===== config.mk =====
export PLATFORM = sky130hd
export DESIGN_NAME = button_conditioner
export DESIGN_NICKNAME = d
export VERILOG_FILES = /design/src/rtl/button_conditioner.sv
export SDC_FILE = /design/constraint.sdc
export NUM_CORES = 1
export LEC_CHECK = 0
export ABC_AREA = 1
export CAP_MARGIN = 0
export CORE_MARGIN = 2
export CORE_UTILIZATION = 50
export DETAILED_ROUTE_END_ITERATION = 12
export GPL_ROUTABILITY_DRIVEN = 0
export PLACE_DENSITY = 0.7
export SYNTH_ARGS = -nofsm -noshare
export SYNTH_HDL_FRONTEND = slang
export SYNTH_SLANG_ARGS = --single-unit

===== constraint.sdc =====
create_clock -name clk -period 1.4 [get_ports clk]
set_input_delay 0.35 -clock clk [delete_from_list [all_inputs] [get_ports clk]]
set_output_delay 0.35 -clock clk [all_outputs]
set_load 0.01 [all_outputs]

===== src/rtl/button_conditioner.sv =====
// ----------------------------------------------------------------------------
// button_conditioner
//   Turns the two raw board push-buttons (left/right) into clean, debounced
//   levels for the ball movement stage. It also produces one-cycle press and
//   release strobes for the game-control logic.
//
//   Each channel passes through a two-flop synchronizer. It then goes through
//   a four-state debounce FSM. A new level is accepted only after the
//   synchronized input has held it for DEBOUNCE_CYCLES consecutive samples.
//   A raw edge held steady therefore appears on the stable level exactly
//   DEBOUNCE_CYCLES+2 clocks later.
//
// Parameters
//   DEBOUNCE_CYCLES : samples a new level must persist before commit (>= 2)
//   CNT_W           : per-channel counter width, 2**CNT_W >= DEBOUNCE_CYCLES
//
// Ports
//   clk          : system clock
//   rst          : synchronous, active-high reset
//   btn_raw[1:0] : asynchronous raw buttons, active-high, [1]=left [0]=right
//   btn[1:0]     : registered debounced (and optionally arbitrated) levels
//   btn_press    : one-cycle strobe on a channel's debounced 0->1 commit
//   btn_release  : one-cycle strobe on a channel's debounced 1->0 commit
//
// Configuration
//   BTN_LAST_WINS_EN : when defined, last-pressed-wins arbitration makes btn
//                      one-hot while both stable levels are high. When it is
//                      undefined, btn follows the stable levels directly.
// ----------------------------------------------------------------------------
module button_conditioner #(
   parameter int unsigned DEBOUNCE_CYCLES = 1000000,
   parameter int unsigned CNT_W           = 20
) (
   input  logic       clk,
   input  logic       rst,
   input  logic [1:0] btn_raw,
   output logic [1:0] btn,
   output logic [1:0] btn_press,
   output logic [1:0] btn_release
);

   localparam logic [1:0] STABLE_LO = 2'b00;
   localparam logic [1:0] WAIT_HI   = 2'b01;
   localparam logic [1:0] STABLE_HI = 2'b10;
   localparam logic [1:0] WAIT_LO   = 2'b11;

   localparam logic [CNT_W-1:0] CNT_ZERO = {CNT_W{1'b0}};
   localparam logic [CNT_W-1:0] CNT_ONE  = {{(CNT_W-1){1'b0}}, 1'b1};
   localparam logic [CNT_W-1:0] CNT_LAST = CNT_W'(DEBOUNCE_CYCLES - 32'd1);

   logic [1:0]            sync1_r;
   logic [1:0]            sync2_r;
   logic [1:0][1:0]       state_r;
   logic [1:0][1:0]       state_s;
   logic [1:0][CNT_W-1:0] cnt_r;
   logic [1:0][CNT_W-1:0] cnt_s;
   logic [1:0]            stable_s;
   logic [1:0]            press_s;
   logic [1:0]            release_s;
   logic [1:0]            btn_s;

   // Two-flop synchronizer on the asynchronous button inputs
   always_ff @(posedge clk) begin
      if (rst) begin
         sync1_r <= 2'b00;
         sync2_r <= 2'b00;
      end else begin
         sync1_r <= btn_raw;
         sync2_r <= sync1_r;
      end
   end

   // Per-channel debounce FSM next-state, counter and commit strobes
   always_comb begin
      state_s   = state_r;
      cnt_s     = cnt_r;
      stable_s  = 2'b00;
      press_s   = 2'b00;
      release_s = 2'b00;
      for (int ch = 0; ch < 2; ch++) begin
         case (state_r[ch])
            STABLE_LO: begin
               if (sync2_r[ch]) begin
                  state_s[ch] = WAIT_HI;
                  cnt_s[ch]   = CNT_ONE;
               end else begin
                  state_s[ch] = STABLE_LO;
                  cnt_s[ch]   = CNT_ZERO;
               end
            end
            WAIT_HI: begin
               if (!sync2_r[ch]) begin
                  // bounce back: abandon the candidate without a strobe
                  state_s[ch] = STABLE_LO;
                  cnt_s[ch]   = CNT_ZERO;
               end else if (cnt_r[ch] == CNT_LAST) begin
                  state_s[ch] = STABLE_HI;
                  cnt_s[ch]   = CNT_ZERO;
                  press_s[ch] = 1'b1;
               end else begin
                  state_s[ch] = WAIT_HI;
                  cnt_s[ch]   = cnt_r[ch] + CNT_ONE;
               end
            end
            STABLE_HI: begin
               if (!sync2_r[ch]) begin
                  state_s[ch] = WAIT_LO;
                  cnt_s[ch]   = CNT_ONE;
               end else begin
                  state_s[ch] = STABLE_HI;
                  cnt_s[ch]   = CNT_ZERO;
               end
            end
            WAIT_LO: begin
               if (sync2_r[ch]) begin
                  state_s[ch] = STABLE_HI;
                  cnt_s[ch]   = CNT_ZERO;
               end else if (cnt_r[ch] == CNT_LAST) begin
                  state_s[ch]   = STABLE_LO;
                  cnt_s[ch]     = CNT_ZERO;
                  release_s[ch] = 1'b1;
               end else begin
                  state_s[ch] = WAIT_LO;
                  cnt_s[ch]   = cnt_r[ch] + CNT_ONE;
               end
            end
            default: begin
               state_s[ch] = STABLE_LO;
               cnt_s[ch]   = CNT_ZERO;
            end
         endcase
         // the accepted level stays high while a release is still being qualified
         stable_s[ch] = (state_s[ch] == STABLE_HI) || (state_s[ch] == WAIT_LO);
      end
   end

`ifdef BTN_LAST_WINS_EN
   logic [1:0] owner_r;
   logic [1:0] owner_s;

   // Owner follows the most recent press commit; a simultaneous double press clears it
   always_comb begin
      owner_s = owner_r;
      btn_s   = stable_s;
      if (press_s == 2'b11) begin
         owner_s = 2'b00;
      end else if (press_s[1]) begin
         owner_s = 2'b10;
      end else if (press_s[0]) begin
         owner_s = 2'b01;
      end else begin
         owner_s = owner_r;
      end
      if (stable_s == 2'b11) begin
         // owner cleared by a tie leaves both bits up, which means no motion
         if (owner_s == 2'b00) begin
            btn_s = 2'b11;
         end else begin
            btn_s = owner_s;
         end
      end else begin
         btn_s = stable_s;
      end
   end

   // Owner register
   always_ff @(posedge clk) begin
      if (rst) begin
         owner_r <= 2'b00;
      end else begin
         owner_r <= owner_s;
      end
   end
`else
   // Without arbitration the output level is the stable level
   always_comb begin
      btn_s = stable_s;
   end
`endif

   // FSM state, counters and registered outputs
   always_ff @(posedge clk) begin
      if (rst) begin
         state_r     <= {STABLE_LO, STABLE_LO};
         cnt_r       <= {CNT_ZERO, CNT_ZERO};
         btn         <= 2'b00;
         btn_press   <= 2'b00;
         btn_release <= 2'b00;
      end else begin
         state_r     <= state_s;
         cnt_r       <= cnt_s;
         btn         <= btn_s;
         btn_press   <= press_s;
         btn_release <= release_s;
      end
   end

endmodule


==> out/qor.txt, run 1 <==
SYNTH
----------------------------------------------------------------------------------------
Post-synthesis sequential area ratio                                               40.9%
Post-Syn Nets                                                                        392
Main area contributors after synthesis                                      sky130_fd_sc_hd__dfxtp_1 (41%), sky130_fd_sc_hd__nor2_1 (14%), sky130_fd_sc_hd__nand2_1 (13%)
Most used DFF post-synth                                                    sky130_fd_sc_hd__dfxtp_1
Cell count after synthesis                                                           386
Avg Inst Size Synth                                                           6.85 sq um
Share of flip-flops with an asynchronous set or reset                                 0%
Cell taking the most area after synthesis                                   sky130_fd_sc_hd__dfxtp_1
Number of storage elements in the synthesis netlist                                   54
Count of flip-flops with a built-in enable after synthesis                             0
Post-Synthesis Cell Area                                                      2650 sq um
Area share of the largest cell type after synthesis                                40.9%
Top cells by count, synth                                                   sky130_fd_sc_hd__nor2_1 (98), sky130_fd_sc_hd__nand2_1 (89), sky130_fd_sc_hd__dfxtp_1 (54)
Cell with the most instances after synthesis                                sky130_fd_sc_hd__nor2_1
Synth Warn #                                                                           0
Unique cell type count in the Yosys netlist                                           30

FLOORPLANNING
----------------------------------------------------------------------------------------
Die span in x                                                               76.7 microns
Y dimension of the die                                                      76.7 microns
Effective utilization at floorplan                                                 51.8%
Core Box Area                                                                 5110 sq um
I/O pin total                                                                         10
Site Rows                                                                             26
Total Die Area                                                                5890 sq um

POWER
----------------------------------------------------------------------------------------
Standby leakage power                                                            1.34 nW
Largest voltage drop on the vdd net                                             0.593 mV
Power per unit of standard cell area                                         770 nW/um^2

TIMING
----------------------------------------------------------------------------------------
Final hold slack                                                                  415 ps
Slew @ Worst Pin                                                                  305 ps
Final count of negative-setup-slack endpoints                                          0
Portion of the clock cycle consumed by the worst path in the final layout          99.2%
Total count of hold-check failures in the final report                                 0
Number of pins with negative max-slew slack in the final report                        0
Relative slew slack                                                                79.7%
Unrepaired setup endpoints after global routing                                      yes
Maximum clock skew at final layout                                               15.1 ps
Setup TNS Final                                                                     0 ps
Minimum period implied by the final worst setup slack                            1390 ps
Peak Freq                                                                        720 MHz

CELLS AND AREA
----------------------------------------------------------------------------------------
Number of nets at the end of the flow                                                455
Final antenna diode count                                                              0
Growth of design area from synthesis to finish                                     32.7%
Share of post-route cells with drive strength above 1                              25.1%

SETUP PATH
----------------------------------------------------------------------------------------
Worst reg2reg path startpoint                                                  cnt_r[21]
Launching element type of the critical path                                         flop
Register-to-Register Setup Slack                                                   10 ps
Critical path fanouts, max                                                             9
Critical path start-end classification                                           reg2reg
Worst EP arrival                                                                 1600 ps
Number of cells on the worst reg-to-reg path                                           7
Crit path launch                                                               cnt_r[21]
CP required                                                                      1610 ps
Category of the worst setup path capture point                                      flop
Endpoint of the worst register-to-register path                                cnt_r[30]

CLOCK TREE
----------------------------------------------------------------------------------------
Reg clk slew, reported paths                                                      110 ps
Clock buffers created by TritonCTS                                                     5
CTS Sinks                                                                             54
Root buffer selected by CTS                                                 sky130_fd_sc_hd__clkbuf_8
Clock latency reported for the late side of the worst-skew pair                   310 ps
CTS tree                                                                             yes
Longest Clk Path Bufs                                                                  2
Hold-fix buffer count after cts                                                        0
H-tree levels                                                                          2

GRT
----------------------------------------------------------------------------------------
Overflow after GRT                                                                     0
Total routing resource utilization after global routing                            19.6%
Antenna violations before repair                                                       0
Largest net degree at the start of global routing                                     21
Number of global-route vias before repair                                           2295
First-pass GRT wire length                                                       9.55 mm

PLACEMENT
----------------------------------------------------------------------------------------
Post-DP HPWL                                                                     4.16 mm
Number of input and output port buffers inserted                                       9

WORST HOLD PATH
----------------------------------------------------------------------------------------
Endpoint of the worst hold path                                               sync2_r[0]
Worst hold path cell count                                                             2
Type of the tightest min-delay check                                             reg2reg
Beginning of the worst hold path                                              sync1_r[0]

STATUS
----------------------------------------------------------------------------------------
Status                                                                      complete, no violations

DETAILED ROUTING
----------------------------------------------------------------------------------------
Count of routing violations after the opening detailed-route iteration               143
Detailed-route DRC error count                                                         0
Detail-routed net length per standard cell                                  11.1 microns
Post-detailed-route count of antenna-violating nets                                    0
Routed via count divided by cell count                                              4.83
Vias post-DR                                                                        2513
Router iterations before antenna repair                                                6
Total wire length                                                                5.75 mm

FLOW RUN
----------------------------------------------------------------------------------------
Number of max-cap violations                                                           0

-- cells by family (layout without fill, tap and decap cells) --
| kind of cell | count (synthesis) | in the layout | synth area share, % |
|---|---|---|---|
| buf+inv | 52 | 116 | 8.09 |
| compound gates | 19 | 19 | 4.30 |
| simple gates | 246 | 246 | 41.5 |
| xor+xnor | 13 | 13 | 4.30 |
| fa+ha+maj | 2 | 2 | 0.946 |
| flops | 54 | 54 | 40.9 |
-- registers in the layout, summed over array words and instances (netlist names) --
name	flops
btn	2
btn_release	2
cnt_r	40
sync2_r	2
sync1_r	2
btn_press	2
state_r	4
-- area by class of cell --
cell class,count,area (sq um)
clock inverters,2,38.8
multi-input cells,280,1500
fillers,422,1600
flip-flops and latches,54,1090
clock buffers,6,82.6
repair buffers,59,520
inverters,49,191
well taps,70,87.6
-- worst max-delay path: stages (launching register included) --
cell and delay, ps:
sky130_fd_sc_hd__dfxtp_2 370, sky130_fd_sc_hd__ha_4 160, sky130_fd_sc_hd__nand2_4 60, sky130_fd_sc_hd__nor2_4 180
sky130_fd_sc_hd__nand4_4 140, sky130_fd_sc_hd__o21bai_4 180, sky130_fd_sc_hd__buf_6 160, sky130_fd_sc_hd__nor2_1 50
-- per-stage QoR --
step	cells	setup WS [ps]	power [mW]	util [%]	instance area (sq um)
final	520	11.1	2.70	68.7	3510
after global placement	509	-238	1.62	62.2	3180
after detailed placement	509	-242	1.63	62.2	3180
after global routing	520	-83.7	2.81	68.7	3510
after floorplan	386	12.7	1.60	-	2660
after CTS	518	-13.3	2.74	65.5	3350
-- per-layer routing --
| metal | global-route usage [%] | vias to the layer above | wire, microns |
|---|---|---|---|
| met5 | 0 | - | 0 |
| met2 | 34.3 | 59 | 2910 |
| met1 | 23.8 | 1115 | 2580 |
| met3 | 3.88 | 8 | 190 |
| li1 | - | 1331 | - |
| met4 | 7.27 | 0 | 66 |
-- cell usage in the layout (no fill, tap or decap), types with 5 or more instances in the layout --
cell type and count:
sky130_fd_sc_hd__a21oi_1 7, sky130_fd_sc_hd__buf_4 43, sky130_fd_sc_hd__clkbuf_8 6, sky130_fd_sc_hd__dfxtp_1 45, sky130_fd_sc_hd__dfxtp_2 9, sky130_fd_sc_hd__dlygate4sd2_1 6, sky130_fd_sc_hd__inv_1 45, sky130_fd_sc_hd__nand2_1 85
sky130_fd_sc_hd__nand2_2 5, sky130_fd_sc_hd__nand3_1 16, sky130_fd_sc_hd__nand4_1 6, sky130_fd_sc_hd__nor2_1 89, sky130_fd_sc_hd__nor2_2 7, sky130_fd_sc_hd__nor2_4 8, sky130_fd_sc_hd__nor3_1 9, sky130_fd_sc_hd__nor3_2 6
sky130_fd_sc_hd__o21ai_0 5, sky130_fd_sc_hd__xnor2_1 5, sky130_fd_sc_hd__xor2_1 8
-- where the power goes --
part,switching [mW],internal (mW)
registers,0.00649,1.54
clock network,0.521,0.589
logic,0.0197,0.0222
total,0.547,2.15
-- worst max-delay path by stage --
stage | slack [ps] | endpoint | depth (start not counted)
6_report | 10 | cnt_r[30] | 7
5_1_grt | -80 | cnt_r[31] | 7
4_1_cts | -10 | cnt_r[16] | 10
3_5_place_dp | -240 | cnt_r[22] | 7
3_3_place_gp | -240 | cnt_r[39] | 9
2_1_floorplan | 10 | cnt_r[34] | 10
-- repair_timing --
| item | in CTS | in global routing |
|---|---|---|
| cloned | 0 | 2 |
| pin swaps | 6 | 12 |
| buffers inserted | 2 | 0 |
| endpoints found under the setup margin | 31 | 40 |
| resized for setup | 18 | 35 |
No activity file was read; power rests on OpenSTA's default activity.
==> inputs of run 2 (changes only) <==
- CELL_PAD_IN_SITES_DETAIL_PLACEMENT: unset -> 1
- CELL_PAD_IN_SITES_GLOBAL_PLACEMENT: unset -> 1
- CORE_UTILIZATION: 50 -> 39
- PLACE_DENSITY: 0.7 -> unset
- PLACE_DENSITY_LB_ADDON: unset -> 0.1
==> run 2 against run 1 <==
The run now ends with negative setup slack left. Clock skew down 5.5 ps. Critical path type unchanged. Maximum frequency down 1.8%. Wire length is 35% higher. Highest routed layer unchanged. First-iteration DRC count is 66% lower.
==> out/qor.txt, run 2 (synthesis gave the netlist of run 1 again) <==
SETUP PATH
----------------------------------------------------------------------------------------
Critical path fanouts, max                                                             3   -6
Critical path start-end classification                                           reg2reg
Cells along the critical path                                               ha_4 > nand2_4 > nor2_4 > nand4_4 > nor2_4 > nand4_1 > nor2_1
Slowest-stage cell, CP                                                      sky130_fd_sc_hd__dfxtp_2
Category of the worst setup path capture point                                      flop
Worst EP arrival                                                                 1670 ps   +70 ps
Launching element type of the critical path                                         flop
Most numerous cell on the critical path                                     sky130_fd_sc_hd__nor2_4
Cell family with the largest share of critical-path delay                   simple AND/OR/NAND/NOR gates
Delay of the slowest cell on the worst path                                       370 ps   about the same
Number of buffer and inverter instances along the worst setup path                     0   -1
CP required                                                                      1660 ps   +50 ps

CLOCK TREE
----------------------------------------------------------------------------------------
Root buffer selected by CTS                                                 sky130_fd_sc_hd__clkbuf_8
CTS tree                                                                             yes
Hold-fix buffer count after cts                                                        0   unchanged
Clock latency reported for the late side of the worst-skew pair                   310 ps   about the same
CTS Sinks                                                                             54   unchanged
Longest Clk Path Bufs                                                                  2   unchanged
H-tree levels                                                                          2   unchanged
Reg clk slew, reported paths                                                      110 ps   about the same
Clock buffers created by TritonCTS                                                     5   unchanged

GRT
----------------------------------------------------------------------------------------
First-pass GRT wire length                                                       11.9 mm   +25%
Antenna violations before repair                                                       0   unchanged
Largest net degree at the start of global routing                                     21   unchanged
Overflow after GRT                                                                     0   unchanged
Number of global-route vias before repair                                           2680   +17%
Total routing resource utilization after global routing                            20.1%   +0.49 points

PLACEMENT
----------------------------------------------------------------------------------------
Placed cell areas                                                             3200 sq um   +0.63%
DP Cell Count                                                                        520   +2.2%
Number of input and output port buffers inserted                                       9   unchanged
Post-DP HPWL                                                                     5.33 mm   +28%

DETAILED ROUTING
----------------------------------------------------------------------------------------
Detail-routed net length per standard cell                                  14.3 microns   +29%
Count of routing violations after the opening detailed-route iteration                48   -66%
Detailed-route DRC error count                                                         0   unchanged
Total wire length                                                                7.74 mm   +35%
Router iterations before antenna repair                                                4   -2
Post-detailed-route count of antenna-violating nets                                    0   unchanged
Vias post-DR                                                                        2610   +3.9%
Routed via count divided by cell count                                              4.82   -0.17%

FLOORPLANNING
----------------------------------------------------------------------------------------
Site Rows                                                                             30   +15%
Y dimension of the die                                                      86.4 microns   +13%
Effective utilization at floorplan                                                 39.6%   -12 points
Core Box Area                                                                 6680 sq um   +31%
I/O pin total                                                                         10   unchanged
Die span in x                                                               86.4 microns   +13%
Total Die Area                                                                7460 sq um   +27%

TIMING
----------------------------------------------------------------------------------------
Maximum clock skew at final layout                                               9.64 ps   -5.48 ps
Peak Freq                                                                        707 MHz   -1.8%
Final count of negative-setup-slack endpoints                                          4   +4
Slack of the critical path                                                      -13.7 ps   -24.8 ps
Portion of the clock cycle consumed by the worst path in the final layout           101%   +1.8 points
Number of pins with negative max-slew slack in the final report                        0   unchanged
Minimum period implied by the final worst setup slack                            1410 ps   +24.8 ps
Final hold slack                                                                  411 ps   -3.29 ps
Relative slew slack                                                                77.8%   -1.9 points
Total count of hold-check failures in the final report                                 0   unchanged
Unrepaired setup endpoints after global routing                                      yes
Slew @ Worst Pin                                                                  329 ps   +24.7 ps

POWER
----------------------------------------------------------------------------------------
Standby leakage power                                                            1.39 nW   +3.9%
Largest voltage drop on the vdd net                                             0.358 mV   -40%
Power per unit of standard cell area                                         671 nW/um^2   -13%

CELLS AND AREA
----------------------------------------------------------------------------------------
Share of post-route cells with drive strength above 1                              34.5%   +9.4 points
Most common library cell in the layout ignoring fill and taps               sky130_fd_sc_hd__nand2_1
Growth of design area from synthesis to finish                                     40.4%
Post-route cell area                                                          3710 sq um   +5.8%
Final antenna diode count                                                              0   unchanged
Largest register FFs                                                                  40   unchanged
Top library cells by usage in the layout, fill and taps aside               sky130_fd_sc_hd__nand2_1 (80), sky130_fd_sc_hd__nor2_1 (72), sky130_fd_sc_hd__buf_4 (52)
Largest registers                                                           cnt_r (40), state_r (4)
Number of standard cells in the final layout excluding fillers                       541   +4.0%
Number of nets at the end of the flow                                                466   +2.4%
Filler Cell Count                                                                    854   +100%
Area of combinational cells with multiple inputs                              1630 sq um   +8.9%
Biggest register                                                                   cnt_r
Area taken by flip-flops and latches                                          1100 sq um   +0.57%

FLOW RUN
----------------------------------------------------------------------------------------
Number of max-cap violations                                                           0   unchanged

STATUS
----------------------------------------------------------------------------------------
Failing checks                                                              negative setup slack
Status                                                                      complete, but fails checks

WORST HOLD PATH
----------------------------------------------------------------------------------------
Type of the tightest min-delay check                                             reg2reg

==> run 2: cell types whose count changed in the layout (fill, tap and decap cells not counted), sizes merged <==
cell	previous run	this run
clkinv	0	2
bufinv	1	0
clkdlybuf4s50	3	2
inv	50	49
dlygate4sd2	6	7
buf	48	59
==> run 2: cell type report <==
type	count	share of cell area [%]
clock buffer	6	1.95
clock inverter	2	0.370
tap	80	2.69
sequential	54	29.6
timing repair buffer	70	16.4
multi-input combinational	280	43.9
inverter	49	5.15
==> run 2: final timing paths <==
kind | start | endpoint | slack (ps) | cells after the start
worst max-delay path | cnt_r[20] | btn_press[1] | -10 | 7
worst max register to register | cnt_r[20] | btn_press[1] | -10 | 7
worst min register to register | sync1_r[0] | sync2_r[0] | 410 | 2
worst min-delay path | sync1_r[0] | sync2_r[0] | 410 | 2
==> run 2: stage by stage <==
step / total power [mW] / setup TNS, ps / setup slack, ps / utilization (%)
global route: 2.59 / -1580 / -109 / 55.6
detailed placement: 1.63 / -8080 / -291 / 47.8
finish: 2.49 / -30.6 / -13.7 / 55.6
floorplan: 1.60 / 0 / 12.7 / -
global placement: 1.62 / -6360 / -221 / 47.8
CTS: 2.53 / -287 / -51.1 / 50.9
==> run 2: metal layers <==
metal / global-route usage (%) / wire length, microns / up-vias / part of all wire, %
li1: - / - / 1348 / -
met1: 23.6 / 3260 / 1225 / 42
met2: 38.2 / 4220 / 24 / 54
met3: 2.86 / 107 / 13 / 1.4
met4: 4.83 / 158 / 0 / 2.0
met5: 0 / 0 / - / 0
==> run 2: where the power goes <==
group | leakage (nW) | total (mW) | switching [mW] | internal [mW]
combinational | 0.902 | 0.0498 | 0.0236 | 0.0261
sequential | 0.443 | 1.55 | 0.00619 | 1.54
clock | 0.0452 | 0.894 | 0.538 | 0.355
==> run 2: worst min-delay path, stage by stage, from the launching register on <==
cell and delay, ps:
sky130_fd_sc_hd__dfxtp_1 310, sky130_fd_sc_hd__inv_1 40, sky130_fd_sc_hd__nor2_1 30
==> run 2: timing repair <==
action                                  in CTS  in global routing
pin swaps                                   10                 21
endpoints found under the setup margin      36                 49
cloned                                       0                  3
gates resized for setup                     29                 69
buffers inserted                             7                  4
